## src/rtl/qtree_pkg.sv

```systemverilog
// ---------------------------------------------------------------------------
// qtree_pkg
//   Shared definitions for the qtree lookup-result path.
//   - qtree_resp_t : canonical result entry layout {match, bypass, addr} at
//                    the default tree widths.
//   - width helpers used by qtree_resp_buf and qtree_sfifo_mem to size
//     entries, FIFO indices and the credit counter.
// ---------------------------------------------------------------------------
package qtree_pkg;

  localparam int QTREE_ADDR_WIDTH   = 8;
  localparam int QTREE_BYPASS_WIDTH = 1;

  typedef struct packed {
    logic                          match;
    logic [QTREE_BYPASS_WIDTH-1:0] bypass;
    logic [QTREE_ADDR_WIDTH-1:0]   addr;
  } qtree_resp_t;

  // Bits needed for one {match, bypass, addr} entry at arbitrary widths.
  // Field order matches qtree_resp_t, so default-width entries are
  // bit-identical to the struct.
  function automatic int qtree_entry_width(input int addr_w, input int bypass_w);
    return 1 + bypass_w + addr_w;
  endfunction

  // Index width for a DEPTH-entry array; never below 1 bit.
  function automatic int qtree_idx_width(input int depth);
    return (depth > 1) ? $clog2(depth) : 1;
  endfunction

  // Width of a counter that must hold every value 0..depth inclusive.
  function automatic int qtree_cnt_width(input int depth);
    return $clog2(depth + 1);
  endfunction

endpackage

```

## src/rtl/qtree_sfifo_mem.sv

```systemverilog
// ---------------------------------------------------------------------------
// qtree_sfifo_mem
//   DEPTH x WIDTH register array backing the result FIFO. One synchronous
//   write port and one asynchronous read port. Storage is not reset; only
//   the control state in the owning FIFO is.
//
//   Ports
//     clk_i      in   1      clock, rising edge
//     wr_en_i    in   1      write enable
//     wr_idx_i   in   IDX_W  write index
//     wr_data_i  in   WIDTH  write data
//     rd_idx_i   in   IDX_W  read index
//     rd_data_o  out  WIDTH  read data (combinational from the array)
// ---------------------------------------------------------------------------
module qtree_sfifo_mem
  import qtree_pkg::*;
#(
  parameter int DEPTH = 8,
  parameter int WIDTH = $bits(qtree_resp_t),
  parameter int IDX_W = qtree_idx_width(DEPTH)
) (
  input  logic             clk_i,
  input  logic             wr_en_i,
  input  logic [IDX_W-1:0] wr_idx_i,
  input  logic [WIDTH-1:0] wr_data_i,
  input  logic [IDX_W-1:0] rd_idx_i,
  output logic [WIDTH-1:0] rd_data_o
);

  logic [WIDTH-1:0] mem_q [DEPTH];

  always_ff @(posedge clk_i) begin
    if (wr_en_i) begin
      mem_q[wr_idx_i] <= wr_data_i;
    end
  end

  // A write landing on the slot being read this cycle is seen only after
  // the edge, which is what keeps a same-cycle push/pop on a full FIFO safe.
  assign rd_data_o = mem_q[rd_idx_i];

endmodule

```

## src/rtl/qtree_resp_buf.sv

```systemverilog
// ---------------------------------------------------------------------------
// qtree_resp_buf
//   Response buffer behind the qtree lookup pipeline. Upstream issues
//   lookups against a credit counter sized to the buffer, so a well-behaved
//   upstream can never overrun it. Results returning from the tree are
//   queued in arrival order and handed out over a valid/ready interface.
//   Overruns and credit-less issues are recorded in sticky error flags.
//
//   Optional feature (macro QTREE_RESP_BUF_STATS_EN):
//     adds saturating 32-bit counters of pushed match / miss results.
//
//   Parameters
//     ADDR_WIDTH    result address width
//     BYPASS_WIDTH  bypass tag width
//     DEPTH         entries, power of two in 2..256
//
//   Ports
//     clk_i             in   1             clock, rising edge
//     rst_i             in   1             synchronous active-high reset
//     lookup_issue_i    in   1             a lookup is launched this cycle
//     credit_ok_o       out  1             a lookup may be launched
//     lookup_valid_i    in   1             tree delivers a result
//     lookup_match_i    in   1             result is a match
//     lookup_bypass_i   in   BYPASS_WIDTH  result bypass tag
//     lookup_addr_i     in   ADDR_WIDTH    result address
//     out_valid_o       out  1             head entry available
//     out_ready_i       in   1             consumer takes the head entry
//     out_match_o       out  1             head match
//     out_bypass_o      out  BYPASS_WIDTH  head bypass tag
//     out_addr_o        out  ADDR_WIDTH    head address
//     err_overflow_o    out  1             sticky: a result was dropped
//     err_credit_o      out  1             sticky: issue without credit
//     stat_match_cnt_o  out  32            (stats build) pushed matches
//     stat_miss_cnt_o   out  32            (stats build) pushed misses
// ---------------------------------------------------------------------------
module qtree_resp_buf
  import qtree_pkg::*;
#(
  parameter int ADDR_WIDTH   = QTREE_ADDR_WIDTH,
  parameter int BYPASS_WIDTH = QTREE_BYPASS_WIDTH,
  parameter int DEPTH        = 8
) (
  input  logic                    clk_i,
  input  logic                    rst_i,
  input  logic                    lookup_issue_i,
  output logic                    credit_ok_o,
  input  logic                    lookup_valid_i,
  input  logic                    lookup_match_i,
  input  logic [BYPASS_WIDTH-1:0] lookup_bypass_i,
  input  logic [ADDR_WIDTH-1:0]   lookup_addr_i,
  output logic                    out_valid_o,
  input  logic                    out_ready_i,
  output logic                    out_match_o,
  output logic [BYPASS_WIDTH-1:0] out_bypass_o,
  output logic [ADDR_WIDTH-1:0]   out_addr_o,
  output logic                    err_overflow_o,
  output logic                    err_credit_o
`ifdef QTREE_RESP_BUF_STATS_EN
  ,
  output logic [31:0]             stat_match_cnt_o,
  output logic [31:0]             stat_miss_cnt_o
`endif
);

  localparam int ENTRY_W = qtree_entry_width(ADDR_WIDTH, BYPASS_WIDTH);
  localparam int IDX_W   = qtree_idx_width(DEPTH);
  localparam int CNT_W   = qtree_cnt_width(DEPTH);

  localparam logic [CNT_W-1:0] CREDIT_MAX = CNT_W'(DEPTH);
  localparam logic [CNT_W-1:0] CNT_ONE    = CNT_W'(1);
  localparam logic [IDX_W:0]   PTR_ONE    = (IDX_W + 1)'(1);

  // Pointers carry one bit beyond the index so full and empty differ.
  logic [IDX_W:0]     wr_ptr_q, rd_ptr_q;
  logic [CNT_W-1:0]   credit_q, credit_next;
  logic               err_overflow_q, err_credit_q;

  logic               fifo_empty, fifo_full;
  logic               push, pop, issue_ok;
  logic [ENTRY_W-1:0] wr_entry, rd_entry;

  assign fifo_empty = (wr_ptr_q == rd_ptr_q);
  assign fifo_full  = (wr_ptr_q[IDX_W] != rd_ptr_q[IDX_W]) &&
                      (wr_ptr_q[IDX_W-1:0] == rd_ptr_q[IDX_W-1:0]);

  // out_valid_o comes from registered pointers only, so a push never
  // shows up in its own cycle.
  assign out_valid_o = !fifo_empty;
  assign pop         = out_valid_o && out_ready_i;
  // A full FIFO still accepts a result when the head leaves this cycle.
  assign push        = lookup_valid_i && (!fifo_full || pop);
  assign issue_ok    = lookup_issue_i && (credit_q != '0);

  assign wr_entry = {lookup_match_i, lookup_bypass_i, lookup_addr_i};

  qtree_sfifo_mem #(
    .DEPTH (DEPTH),
    .WIDTH (ENTRY_W),
    .IDX_W (IDX_W)
  ) u_mem (
    .clk_i     (clk_i),
    .wr_en_i   (push),
    .wr_idx_i  (wr_ptr_q[IDX_W-1:0]),
    .wr_data_i (wr_entry),
    .rd_idx_i  (rd_ptr_q[IDX_W-1:0]),
    .rd_data_o (rd_entry)
  );

  assign out_match_o  = rd_entry[ENTRY_W-1];
  assign out_bypass_o = rd_entry[ADDR_WIDTH +: BYPASS_WIDTH];
  assign out_addr_o   = rd_entry[ADDR_WIDTH-1:0];

  always_ff @(posedge clk_i) begin
    if (rst_i) begin
      wr_ptr_q <= '0;
      rd_ptr_q <= '0;
    end else begin
      if (push) begin
        wr_ptr_q <= wr_ptr_q + PTR_ONE;
      end
      if (pop) begin
        rd_ptr_q <= rd_ptr_q + PTR_ONE;
      end
    end
  end

  // Credit moves by +pop -issue_ok. The increment saturates at DEPTH so
  // results arriving without a matching issue cannot push it out of range;
  // a rejected issue never decrements, so the counter cannot wrap below 0.
  always_comb begin
    credit_next = credit_q;
    if (pop && !issue_ok) begin
      if (credit_q != CREDIT_MAX) begin
        credit_next = credit_q + CNT_ONE;
      end
    end else if (issue_ok && !pop) begin
      credit_next = credit_q - CNT_ONE;
    end
  end

  always_ff @(posedge clk_i) begin
    if (rst_i) begin
      credit_q <= CREDIT_MAX;
    end else begin
      credit_q <= credit_next;
    end
  end

  assign credit_ok_o = (credit_q != '0);

  always_ff @(posedge clk_i) begin
    if (rst_i) begin
      err_overflow_q <= 1'b0;
      err_credit_q   <= 1'b0;
    end else begin
      if (lookup_valid_i && fifo_full && !pop) begin
        err_overflow_q <= 1'b1;
      end
      if (lookup_issue_i && (credit_q == '0)) begin
        err_credit_q <= 1'b1;
      end
    end
  end

  assign err_overflow_o = err_overflow_q;
  assign err_credit_o   = err_credit_q;

`ifdef QTREE_RESP_BUF_STATS_EN
  logic [31:0] stat_match_q, stat_miss_q;

  // Only results that actually enter the FIFO are counted.
  always_ff @(posedge clk_i) begin
    if (rst_i) begin
      stat_match_q <= '0;
      stat_miss_q  <= '0;
    end else if (push) begin
      if (lookup_match_i) begin
        if (stat_match_q != 32'hFFFF_FFFF) begin
          stat_match_q <= stat_match_q + 32'd1;
        end
      end else begin
        if (stat_miss_q != 32'hFFFF_FFFF) begin
          stat_miss_q <= stat_miss_q + 32'd1;
        end
      end
    end
  end

  assign stat_match_cnt_o = stat_match_q;
  assign stat_miss_cnt_o  = stat_miss_q;
`endif

endmodule

```

## config.mk

```make
export PLATFORM = sky130hd
export DESIGN_NAME = qtree_resp_buf
export DESIGN_NICKNAME = d
export VERILOG_FILES = /design/src/rtl/qtree_pkg.sv /design/src/rtl/qtree_sfifo_mem.sv /design/src/rtl/qtree_resp_buf.sv
export SDC_FILE = /design/constraint.sdc
export NUM_CORES = 1
export LEC_CHECK = 0
export ABC_AREA = 1
export CORE_MARGIN = 5
export CORE_UTILIZATION = 35
export CTS_CLUSTER_DIAMETER = 80
export CTS_CLUSTER_SIZE = 40
export DETAILED_ROUTE_END_ITERATION = 7
export PLACE_DENSITY_LB_ADDON = 0.1
export SYNTH_ARGS = -nofsm -noshare
export SYNTH_HDL_FRONTEND = slang
export SYNTH_SLANG_ARGS = --single-unit
```

## constraint.sdc

```tcl
create_clock -name clk_i -period 3.1 [get_ports clk_i]
set_input_delay 0.93 -clock clk_i [delete_from_list [all_inputs] [get_ports clk_i]]
set_output_delay 0.93 -clock clk_i [all_outputs]
set_load 0.005 [all_outputs]
```

======== Word level (Yosys, flattened, before mapping) ========
Memory sizes are Yosys's and may differ from the RTL's. A register that Yosys moved wholly into a read port is not among the register bits.
Cells that the tools add are included.
storage, ports and cells
  RAM bits ................................ 80
  output and inout port bits .............. 14
  memories ................................ 1
  bits in registers ....................... 14
  input port bits ......................... 15
  logic and storage cells ................. 40
memory list
  memory       depth  width  rd ports  clocked after Yosys merged registers in  write ports  RTL line               text
  u_mem.mem_q  8      10     1         1                                        1            qtree_sfifo_mem.sv:30  logic [WIDTH-1:0] mem_q [DEPTH];
cells by class
  reduce and logical (&&, ||, !) cells .... 18
  multiplexer cells ....................... 7
  equality and inequality tests ........... 5
  add/subtract/negate cells ............... 4
operator list
  cell                                                                     number
  4-bit by 1-bit adder with 4-bit output, second input constant            3
  4-bit two-way mux                                                        3
  1-bit logical AND                                                        9
  3-bit two-way mux                                                        2
  4-bit equality test                                                      1
  1-bit zero test                                                          4
  4-bit zero test                                                          1
  4-bit inequality test, second input constant                             1
  4-bit nonzero test                                                       1
  4-bit by 1-bit subtractor with 4-bit output, second input constant       1
  3-bit equality test                                                      1
  1-bit two-way mux                                                        2
  2-bit by 1-bit inequality test with 1-bit output, second input constant  1
  2-bit AND reduction                                                      1
  2-bit nonzero test                                                       1
  1-bit logical OR                                                         1
  1-bit inequality test                                                    1

======== Logic depth before layout (Yosys ltp) ========
Gate-level depths: netlist of run 1.
  depth after elaboration ................. 7
  mapped depth ............................ 15
  depth with buffers taken out ............ 15

======== Hierarchy ========
From an unflattened synthesis of run 1, not the netlist that was laid out.
unflattened totals
  cells, all modules ...................... 483
  area total of the unflattened synthesis .. 4,473.0 µm²
modules (own cells, without submodules)
  module           area an instance (µm²)  times used  sequential area each (µm²)  cells each
  qtree_sfifo_mem  3,613.5                 1           2,402.3                     364
  qtree_resp_buf   859.6                   1           280.3                       119

======== Least setup slack after synthesis of run 1 ========
Ideal clock, no wire load.
  path type ............................... input to register
  from .................................... input port out_ready_i
  to ...................................... memory u_mem.mem_q[1][0] in the netlist's numbering, enable pin
  data arrival time ....................... 1.894 ns
  data required time ...................... 2.710 ns
  path buffers ............................ 0
  cell stages on the path ................. 4
  library setup time ...................... 0.390 ns
  slack ................................... 0.816 ns
  path through ............................ nand2_8 > nand2_8 > nand2_8 > nor3_1
between the ends
  cells in the longest elaborated chain, start to end .. 5
RTL lines
  element                                  RTL line               text
  from (decl)                              qtree_resp_buf.sv:52   input logic out_ready_i,
  1-bit logical AND                        qtree_resp_buf.sv:89   assign pop = out_valid_o && out_ready_i;
  1-bit logical OR                         qtree_resp_buf.sv:91   assign push = lookup_valid_i && (!fifo_full || pop);
  1-bit logical AND                        qtree_resp_buf.sv:91
  1-bit two-way mux                        qtree_sfifo_mem.sv:33  if (wr_en_i) begin
  1-bit two-way mux (not written as such)  qtree_sfifo_mem.sv:34  mem_q[wr_idx_i] <= wr_data_i;
  to (decl)                                qtree_sfifo_mem.sv:30
Every way passes these cells.

==> impl_results.rst, run 1 <==
.. list-table::
   :header-rows: 1

   * - Metric
     - Value
   * - Largest fanout on the critical path
     - 11
   * - Worst setup timing slack at the placement stage
     - 0.309 ns
   * - Adder and majority cell fraction of the synthesized area
     - 1.71%
   * - Setup repair after global routing missed its margin
     - false
   * - Capture instance of the worst register-to-register path
     - credit_q[3]$_SDFFE_PP1P_
   * - Clock sink total
     - a little under 100
   * - WHS
     - about 0.45 ns
   * - Total chip power
     - about 3.2 mW
   * - Port Buffer Count
     - 28
   * - Count of endpoints failing hold in the final timing report
     - 0
   * - Combined area of all synthesized cells
     - roughly 4100 sq um
   * - Launch instance of the worst register-to-register path
     - wr_ptr_q[1]$_SDFFE_PP0P_
   * - Routed WL per cell
     - 16.0 um
   * - Largest family of logic cells by synthesized area
     - simple AND/OR/NAND/NOR gates
   * - Wire length of the first global-routing pass
     - 14100 um
   * - Class of the most critical hold timing path
     - flip-flop to flip-flop
   * - Area enclosed by the die boundary
     - 14000 sq um
   * - Xor/xnor share of the synthesized area
     - less than 1%
   * - VDD IR max
     - around 0.00034 V
   * - Seq/Total Area, Yosys
     - 67.0%
   * - Average footprint of a synthesized cell
     - between 10 and 15 sq um
   * - Overall fraction of global-route tracks in use
     - 12.9%
   * - Bufs and invs on worst path
     - 3
   * - Setup TNS
     - 0 ns
   * - Library cells used by synthesis
     - 27
   * - Average vias per placed instance
     - 4.87
   * - Area growth from synthesis to layout
     - 21.0%
   * - Worst skew pair latency
     - about 0.34 ns
   * - Final instance area
     - between 4000 and 5000 sq um
   * - Residual DRC
     - 0
   * - CTS clock-pin slew for the worst setup and hold paths
     - 0.06 ns
   * - Number of max-capacitance violations reported
     - 0
   * - Gate Count Post-Synth
     - between 300 and 400
   * - Min Clock Period, post-route
     - ~3 ns
   * - Sum of net half-perimeters after detailed placement
     - ~5700 um
   * - Total stage count of the critical path
     - 5
   * - Post-Place Cell Area
     - 4630 sq um
   * - Wire length after detailed routing
     - between 8000 and 9000 um
   * - Buffer cell driving the clock tree root
     - sky130_fd_sc_hd__clkbuf_16
   * - Critical Path AT
     - about 2.1 ns
   * - Final cycle utilization of the critical path
     - between 90 and 100%
   * - Fraction of layout cells with a size suffix above 1
     - 14.4%
   * - Worst path required time
     - around 2.2 ns
   * - Number of nets still failing antenna checks after routing
     - 0
   * - Clock tree from TritonCTS
     - built
   * - Headroom to the max-slew limit
     - approximately three quarters
   * - H-tree lvl count
     - 3
   * - Overall via count from detail_route
     - between 2000 and 3000
   * - Number of endpoints failing setup at the final stage
     - 0
   * - Compound-gate portion of the synthesized area
     - under 10%
   * - CTS Buffer Depth
     - 2
   * - Floorplan die width
     - ~120 um
   * - Count of cells along the worst hold path
     - 2
   * - Maximum number of pins on one net before global-route repair
     - 25
   * - Net count reported at finish
     - between 400 and 500
   * - GRT overflow
     - 0
   * - Length of the first detailed-routing pass in iterations
     - 5
   * - Most common library cell in the layout ignoring fill and taps
     - sky130_fd_sc_hd__nor2_1
   * - Initial cell density of the core
     - between 30% and 40%
   * - Total core area
     - around 11000 sq um
   * - Routability cong.
     - 0.756
   * - Critical Path End Type
     - output pin
   * - Setup slack after layout
     - approximately 0.11 ns
   * - Via count of the first global-routing pass
     - around 2700
   * - Setup skew after layout
     - between 0.005 and 0.006 ns
   * - Number of nets in the synthesized netlist
     - 380
   * - Warnings, synthesis
     - 0
   * - Top library cells by usage in the layout, fill and taps aside
     - 86 x sky130_fd_sc_hd__nor2_1, 80 x sky130_fd_sc_hd__edfxtp_1, 43 x sky130_fd_sc_hd__o21ai_0
   * - Slowest CP cell
     - sky130_fd_sc_hd__clkdlybuf4s50_1
   * - Violation count after the first detailed-routing iteration
     - ~120
   * - Worst Setup Start Kind
     - flip-flop
   * - Die H
     - roughly 120 um
   * - Slack of the worst reg-to-reg path
     - 1.01 ns
   * - Leakage power summed over all cells
     - 1.72 nW
   * - Maximum frequency from static timing analysis
     - ~0.33 GHz
   * - Pwr per Cell Area
     - about 640 nW/um^2
   * - End point of the worst hold path
     - err_credit_o$_SDFFE_PP0P_
   * - Critical path class
     - flip-flop to output pin
   * - Kind of cell adding the most delay to the critical path
     - buffers and inverters
   * - Portion of netlist area occupied by mux cells
     - 0%
   * - Final Slew Violations
     - 0
   * - Simple-Gate Fraction of Synth Area
     - between 10% and 20%
   * - Run status
     - finished, final reports clean
   * - Diode insertion count for antenna repair
     - 0
   * - Hold Crit Start
     - err_credit_o$_SDFFE_PP0P_
   * - CTS Buf Count
     - 9
   * - Worst-Margin Slew
     - 0.395 ns
   * - Chain of cells forming the critical path
     - inv_1 > buf_4 > nor2_1 > a31oi_1 > clkdlybuf4s50_1
   * - Worst Reg2Reg Path Length in Cells
     - 14
   * - Initial antenna violation count
     - 0
   * - Number of I/O pins
     - 29
   * - Slowest cell delay on critical path
     - roughly 0.57 ns
   * - Post-synthesis sequential element count
     - 97
   * - # rows
     - 39
[state kept, by name, summed over array words and instances (netlist names), named ones only]
| register | cells |
|---|---|
| credit_q | 4 |
| err_overflow_o | 1 |
| err_credit_o | 1 |
| wr_ptr_q | 4 |
| u_mem.mem_q | 80 |
| rd_ptr_q | 4 |
[how the worst max path moves through the flow]
| stage | from | end | slack [ns] |
|---|---|---|---|
| after floorplan | out_ready_i | u_mem.mem_q[1][0]$_DFFE_PP_ | 0.82 |
| after global placement | flip-flop | out_addr_o[1] | 0.33 |
| after detailed placement | flip-flop | out_addr_o[1] | 0.31 |
| after CTS | flip-flop | out_addr_o[1] | 0.006 |
| after global routing | flip-flop | out_addr_o[1] | 0.009 |
| final | flip-flop | out_addr_o[1] | 0.11 |
[synthesized netlist by cell type]
cell,n,share of area [%]
sky130_fd_sc_hd__nand2_1,19,1.7
sky130_fd_sc_hd__dfxtp_1,17,8.3
sky130_fd_sc_hd__xor2_1,3,0.64
sky130_fd_sc_hd__nor2_4,3,0.83
sky130_fd_sc_hd__nand4_1,4,0.61
sky130_fd_sc_hd__nor3b_1,1,0.18
sky130_fd_sc_hd__a31oi_1,11,1.7
sky130_fd_sc_hd__nand2_2,6,0.92
sky130_fd_sc_hd__a21oi_1,4,0.49
sky130_fd_sc_hd__a21boi_0,1,0.18
sky130_fd_sc_hd__o21ai_1,3,0.37
sky130_fd_sc_hd__nor3_2,1,0.24
sky130_fd_sc_hd__nand3_1,10,1.2
sky130_fd_sc_hd__nand2_4,4,1.1
sky130_fd_sc_hd__nand2_8,3,1.5
sky130_fd_sc_hd__o22ai_1,10,1.5
sky130_fd_sc_hd__inv_2,5,0.46
sky130_fd_sc_hd__clkbuf_1,15,1.4
sky130_fd_sc_hd__ha_1,4,1.2
sky130_fd_sc_hd__nor3_4,1,0.40
sky130_fd_sc_hd__inv_1,17,1.6
sky130_fd_sc_hd__a21oi_2,2,0.43
sky130_fd_sc_hd__nor3_1,6,0.73
sky130_fd_sc_hd__o21ai_0,43,5.3
sky130_fd_sc_hd__nor2_1,86,7.9
sky130_fd_sc_hd__fa_1,1,0.49
sky130_fd_sc_hd__edfxtp_1,80,59
[per-layer routing]
layer,vias up,global-route usage [%],part of all wire [%]
met3,9,3.06,3.0
met4,0,3.44,1.2
met5,-,0,0
li1,1349,-,-
met2,46,22.4,50
met1,1257,16.1,45
[logic make-up (layout without fill, tap and decap cells)]
kind of cell	Yosys count	after routing
buf+inv	37	80
compound gates	74	74
xor+xnor	3	3
simple gates	144	144
fa+ha+maj	5	5
flops	97	97
[through the flow]
step	utilization, %	instances
floorplan	-	360
global placement	40.5	531
detailed placement	40.5	531
CTS	43.0	546
global route	43.4	546
finish	43.4	546
[where the power goes]
| group | internal, mW | switching, mW |
|---|---|---|
| logic | 0.270 | 0.340 |
| clock network | 0.616 | 0.454 |
| registers | 1.47 | 0.0421 |
| total | 2.35 | 0.836 |
[layout make-up]
class / count / area (sq um)
Fill cell: 1104 / 6470
Sequential cell: 97 / 2750
Multi-Input combinational cell: 226 / 1220
Timing Repair Buffer: 43 / 429
Clock buffer: 9 / 225
Tap cell: 143 / 179
Inverter: 22 / 90.1
Clock inverter: 6 / 60.1
[repair_timing]
action,4_1_cts,5_1_grt
cloned,0,0
resized for setup,1,13
setup buffers,0,0
hold buffers,0,0
setup endpoints to repair,1,7
pin swaps,0,0
[worst register-to-register path, cell delays in order, from the launching register on]
cell and delay, ns:
sky130_fd_sc_hd__dfxtp_1 0.45, sky130_fd_sc_hd__inv_2 0.09, sky130_fd_sc_hd__nand2_2 0.07, sky130_fd_sc_hd__nand2_2 0.09
sky130_fd_sc_hd__nor2_4 0.13, sky130_fd_sc_hd__nand2_4 0.10, sky130_fd_sc_hd__nand3_1 0.19, sky130_fd_sc_hd__ha_1 0.29
sky130_fd_sc_hd__a21boi_0 0.13, sky130_fd_sc_hd__nor2_1 0.12, sky130_fd_sc_hd__inv_1 0.05, sky130_fd_sc_hd__nand2_1 0.08
sky130_fd_sc_hd__nand3_1 0.08, sky130_fd_sc_hd__nand2_1 0.06, sky130_fd_sc_hd__nand3_1 0.05
Note: power is estimated with default switching activity, not from simulation.
==> inputs of run 2 (changes only) <==
--- a/config.mk
+++ b/config.mk
@@ -6,6 +6,7 @@
 export NUM_CORES = 1
 export LEC_CHECK = 0
 export ABC_AREA = 1
+export CAP_MARGIN = 10
 export CORE_MARGIN = 5
 export CORE_UTILIZATION = 35
 export CTS_CLUSTER_DIAMETER = 80
==> results of run 2 <==
No change in the layout: final DEF, timing and power equal those of run 1.
